<file path="src/rtl/interrupt_controller.sv">
// 8259-style priority interrupt controller for the 8080 core: captures requests, masks them,
// and raises one interrupt by fixed priority, with the matching RST opcode, until end-of-interrupt.
module interrupt_controller #(
  parameter int NUM_SRC   = 8,
  parameter bit EDGE_TRIG = 1'b1
) (
  input  logic               clk,
  input  logic               rst_n,
  input  logic [NUM_SRC-1:0] irq_in,
  input  logic               mask_wr,
  input  logic [NUM_SRC-1:0] mask_data,
  input  logic               inte,
  input  logic               inta,
  input  logic               eoi,
  output logic               interrupt,
  output logic [23:0]        interrupt_instruction,
  output logic [2:0]         active_vec,
  output logic               in_service
);

  typedef enum logic [1:0] {IDLE, REQ, SERVICE} state_e;

  state_e             state_q, state_d;
  logic [NUM_SRC-1:0] pending_q, pending_d;
  logic [NUM_SRC-1:0] irq_prev_q, mask_q, mask_d;
  logic [NUM_SRC-1:0] eligible, vec_oh, set_v, clr_v;
  logic               int_q, int_d, insvc_q, insvc_d, ack;
  logic [7:0]         op_q, op_d;
  logic [2:0]         vec_q, vec_d, winner;

  assign eligible = pending_q & ~mask_q;

  always_comb begin
    winner = '0;
    for (int i = NUM_SRC - 1; i >= 0; i--)
      if (eligible[i]) winner = 3'(i);
  end

  always_comb begin
    vec_oh = '0;
    for (int i = 0; i < NUM_SRC; i++)
      vec_oh[i] = (vec_q == 3'(i));
  end

  always_comb begin
    state_d = state_q;
    int_d   = int_q;
    insvc_d = insvc_q;
    op_d    = op_q;
    vec_d   = vec_q;
    ack     = 1'b0;
    unique case (state_q)
      IDLE: if (inte && (|eligible)) begin
        vec_d   = winner;
        int_d   = 1'b1;
        op_d    = 8'hC7 | {2'b00, winner, 3'b000};
        state_d = REQ;
      end
      REQ: begin
        // The latched winner stays frozen; only ack or withdrawal leaves REQ.
        if (inta) begin
          ack     = 1'b1;
          int_d   = 1'b0;
          op_d    = 8'h00;
          insvc_d = 1'b1;
          state_d = SERVICE;
        end else if (!inte || (|(mask_q & vec_oh))) begin
          int_d   = 1'b0;
          op_d    = 8'h00;
          state_d = IDLE;
        end
      end
      SERVICE: if (eoi) begin
        insvc_d = 1'b0;
        state_d = IDLE;
      end
      default: state_d = IDLE;
    endcase
  end

  // A fresh edge in the same cycle as the acknowledge survives the clear.
  always_comb begin
    set_v     = EDGE_TRIG ? (irq_in & ~irq_prev_q) : irq_in;
    clr_v     = ack ? vec_oh : '0;
    pending_d = EDGE_TRIG ? ((pending_q & ~clr_v) | set_v) : irq_in;
    mask_d    = mask_wr ? mask_data : mask_q;
  end

  always_ff @(posedge clk or negedge rst_n) begin
    if (!rst_n) begin
      state_q    <= IDLE;
      pending_q  <= '0;
      irq_prev_q <= '0;
      mask_q     <= '1;
      int_q      <= 1'b0;
      insvc_q    <= 1'b0;
      op_q       <= 8'h00;
      vec_q      <= 3'd0;
    end else begin
      state_q    <= state_d;
      pending_q  <= pending_d;
      irq_prev_q <= irq_in;
      mask_q     <= mask_d;
      int_q      <= int_d;
      insvc_q    <= insvc_d;
      op_q       <= op_d;
      vec_q      <= vec_d;
    end
  end

  assign interrupt             = int_q;
  assign interrupt_instruction = {op_q, 16'h0000};
  assign active_vec            = vec_q;
  assign in_service            = insvc_q;

endmodule
</file>
<file path="config.mk">
export PLATFORM = sky130hd
export DESIGN_NAME = interrupt_controller
export DESIGN_NICKNAME = d
export VERILOG_FILES = /design/src/rtl/interrupt_controller.sv
export SDC_FILE = /design/constraint.sdc
export NUM_CORES = 1
export LEC_CHECK = 0
export ABC_AREA = 1
export CAP_MARGIN = 10
export CORE_MARGIN = 3
export CORE_UTILIZATION = 50
export CTS_CLUSTER_DIAMETER = 50
export CTS_CLUSTER_SIZE = 14
export DETAILED_ROUTE_END_ITERATION = 8
export PLACE_DENSITY = 0.91
export SLEW_MARGIN = 10
export SYNTH_ARGS = -nofsm -noshare
export SYNTH_HDL_FRONTEND = slang
export SYNTH_SLANG_ARGS = --single-unit
</file>
<file path="constraint.sdc">
create_clock -name clk -period 2.3 [get_ports clk]
set_clock_uncertainty 0.2 [all_clocks]
set_input_delay 0.23 -clock clk [delete_from_list [all_inputs] [get_ports clk]]
set_output_delay 0.23 -clock clk [all_outputs]
set_load 0.01 [all_outputs]
</file>
==> run_results.csv <==
group,metric,value,unit
outcome,status,"finished clean",
placement,place_congestion,0.836,
clocking,hold_buffers,0,
clocking,cts.path.max_buffers,2,
timing,fin_setup_tns,0,ns
global_routing,grt_max_degree,35,
power_and_ir_drop,ir_worst_vdd,379,uV
final_layout,multiInputGateArea,613,um^2
detailed_routing,firstDrtPassIters,4,
worst_setup_path,end_kind,"output pin",
worst_setup_path,cp-start-kind,"flip-flop",
hold_path,hp-class,"primary input to async pin",
power_and_ir_drop,p_sw_share,33.5,%
logic_synthesis,syn_inst,195,
clocking,cts.repair.resized,0,
logic_synthesis,yosysTopAreaCell,"dfrtp_1",
detailed_routing,num_vias,1233,
final_layout,syn2layout_area_growth,20.7,%
worst_setup_path,critPathKind,"flip-flop to output pin",
worst_setup_path,path_buf_inv,1,
logic_synthesis,ys_async_sr_fraction,100,%
floorplan,coreArea,0.00315,mm^2
timing,fin_crit,1.97,ns
logic_synthesis,ys_types,22,
floorplan,fp.dieW,64.3,um
logic_synthesis,ys_top_cells_by_count,"nand2_1 (40), dfrtp_1 (26), o21ai_0 (25)",
worst_setup_path,crit_arrival,1.54,ns
final_layout,drive_above_1_share,21.1,%
floorplan,die_y,64.3,um
detailed_routing,wl_per_cell,10.9,um
clocking,clkLatencyLatePin,0.33,ns
global_routing,grt_pass1_wl,4970,um
power_and_ir_drop,pwr-share-clk,23.2,%
placement,dp_hpwl,2400,um
final_layout,ff_latch_area,861,um^2
logic_synthesis,synth_area,0.00170,mm^2
power_and_ir_drop,leakagePower,0.959,nW
global_routing,overflow,0,
final_layout,nFillCells,288,
timing,max_clock_freq,0.507,GHz
clocking,cts_tree,"yes",
clocking,clk_pin_slew,0.10,ns
global_routing,antenna_found_initial,0,
power_and_ir_drop,power.total,0.00192,W
power_and_ir_drop,power_density,937,mW/mm^2
timing,hold_violations,0,
power_and_ir_drop,power_switching,0.000645,W
logic_synthesis,synth_ff_type,"dfrtp_1",
worst_setup_path,worst_path_largest_cell_delay,0.62,ns
worst_setup_path,critPathMaxFanout,11,
timing,drv_slew,0,
final_layout,nNetsFinal,249,
power_and_ir_drop,comb_power_share,33.1,%
placement,portBuffers,34,
detailed_routing,drt_iter0_markers,28,
global_routing,grt_pass1_vias,1166,
logic_synthesis,synth-seq-area-share,50.6,%
clocking,post-cts-setup-buffers,0,
logic_synthesis,synth_area_per_cell,8.73,um^2
logic_synthesis,synth_edf_count,0,
floorplan,initial_core_util,54.0,%
worst_setup_path,critical_path.top_delay_family,"buffers and inverters",
logic_synthesis,yosys_warnings,0,
timing,final-setup-viol-count,0,
logic_synthesis,ys_ff_latch,34,
detailed_routing,ant_nets,0,
worst_setup_path,worstPathCellList,"clkdlybuf4s50_1",
worst_setup_path,crit_slowest_cell,"clkdlybuf4s50_1",
worst_setup_path,cp.required,1.87,ns
clocking,numCtsBuffers,5,
clocking,cts_sinks,34,
clocking,cts_root_buffer,"clkbuf_4",
floorplan,rows,20,
logic_synthesis,yosys.cell_count.top_type,"nand2_1",
floorplan,io_pins,51,
final_layout,antenna_cells,0,
logic_synthesis,yosys.area.top_type_share,38.2,%
detailed_routing,viasPerCell,4.53,
timing,rsz0062_at_grt,"no",
timing,period_share,85.8,%
power_and_ir_drop,pwr-share-seq,43.7,%
detailed_routing,drc_errors,0,
logic_synthesis,synthTopCellsByArea,"dfrtp_1 (38%), dfstp_2 (12%), buf_4 (9.7%)",
global_routing,grt_usage,16.0,%
floorplan,design.die.area,0.00414,mm^2
detailed_routing,routed_wl,2970,um
job,drv_cap,0,
power_and_ir_drop,p_int,0.00128,W
clocking,htreeDepth,2,
state kept, by name, summed over array words and instances (netlist names):
signal / cells
pending_q: 8
mask_q: 8
active_vec: 3
in_service: 1
op_q: 4
state_q: 2
irq_prev_q: 8
area by class of cell:
class                   count  share of cell area (%)
multi-input cells         127                    29.8
repair buffers             35                    16.9
clock buffers               7                    2.68
inverters                  24                    4.51
flip-flops and latches     34                    41.9
well taps                  44                    2.68
clock inverters             1                    1.46
logic make-up after synthesis:
logic type | Yosys count | share of synthesized area, %
buffers and inverters | 49 | 16.7
other | 1 | 0.220
and+or+nand+nor | 83 | 24.2
AOI/OAI and AO/OA | 28 | 8.31
DFF | 34 | 50.6
cell usage in the layout (no fill, tap or decap), drive strengths merged:
cell / count
inv: 24
clkbuf: 7
nand3: 11
a31oi: 1
bufinv: 1
dfrtp: 26
buf: 1
nand2: 53
nand4: 4
clkdlybuf4s50: 34
dfstp: 8
o21ai: 27
conb: 16
nor3: 1
nor2: 14
per-layer routing:
layer | GRT usage [%] | share of wire, % | vias to the layer above | routed length (um)
met2 | 27.8 | 51 | 37 | 1510
met5 | 0 | 0 | - | 0
met4 | 7.12 | 1.4 | 0 | 41
met3 | 4.22 | 5.4 | 4 | 161
met1 | 18.2 | 42 | 554 | 1260
li1 | - | - | 638 | -
worst reg2reg max path, cell delays in order, from the launching register on:
cell and delay (ns):
dfstp_2 0.55, inv_1 0.05, nand2_1 0.08, nand2_1 0.09
nor2_1 0.12, nand2_2 0.08, nand2_4 0.08, nor2_4 0.05
nand2_1 0.08, o21ai_1 0.07
final timing paths:
kind	cells after the start	end	slack, ns	startpoint
max reg2reg	9	active_vec[1]	0.73	mask_q[3]
min in group clk	1	irq_prev_q[2]	0.15	irq_in[2]
max	1	active_vec[0]	0.33	active_vec[0]
min	2	irq_prev_q[1]	0.08	rst_n
min reg2reg	1	pending_q[3]	0.22	irq_prev_q[3]
max in group asynchronous	2	mask_q[7]	1.49	rst_n
power groups by stage:
stage	clock (W)	combinational (W)	sequential, W
after floorplan	0	0.000479	0.000813
final	0.000446	0.000637	0.000841
after detailed placement	0	0.000645	0.000852
after CTS	0.000455	0.000646	0.000842
after global routing	0.000480	0.000707	0.000864
after global placement	0	0.000624	0.000842
per-stage QoR:
step | hold slack, ns | area, um^2 | setup WS (ns) | instances | utilization (%)
floorplan | -0.266 | 1760 | 0.870 | 210 | -
global placement | 0.202 | 1970 | 0.700 | 264 | 62.5
detailed placement | 0.209 | 1970 | 0.648 | 264 | 62.5
CTS | 0.0883 | 2050 | 0.324 | 272 | 65.2
global route | 0.0995 | 2050 | 0.276 | 272 | 65.2
finish | 0.0759 | 2050 | 0.327 | 272 | 65.2
Note: power is estimated with default switching activity, not from simulation.
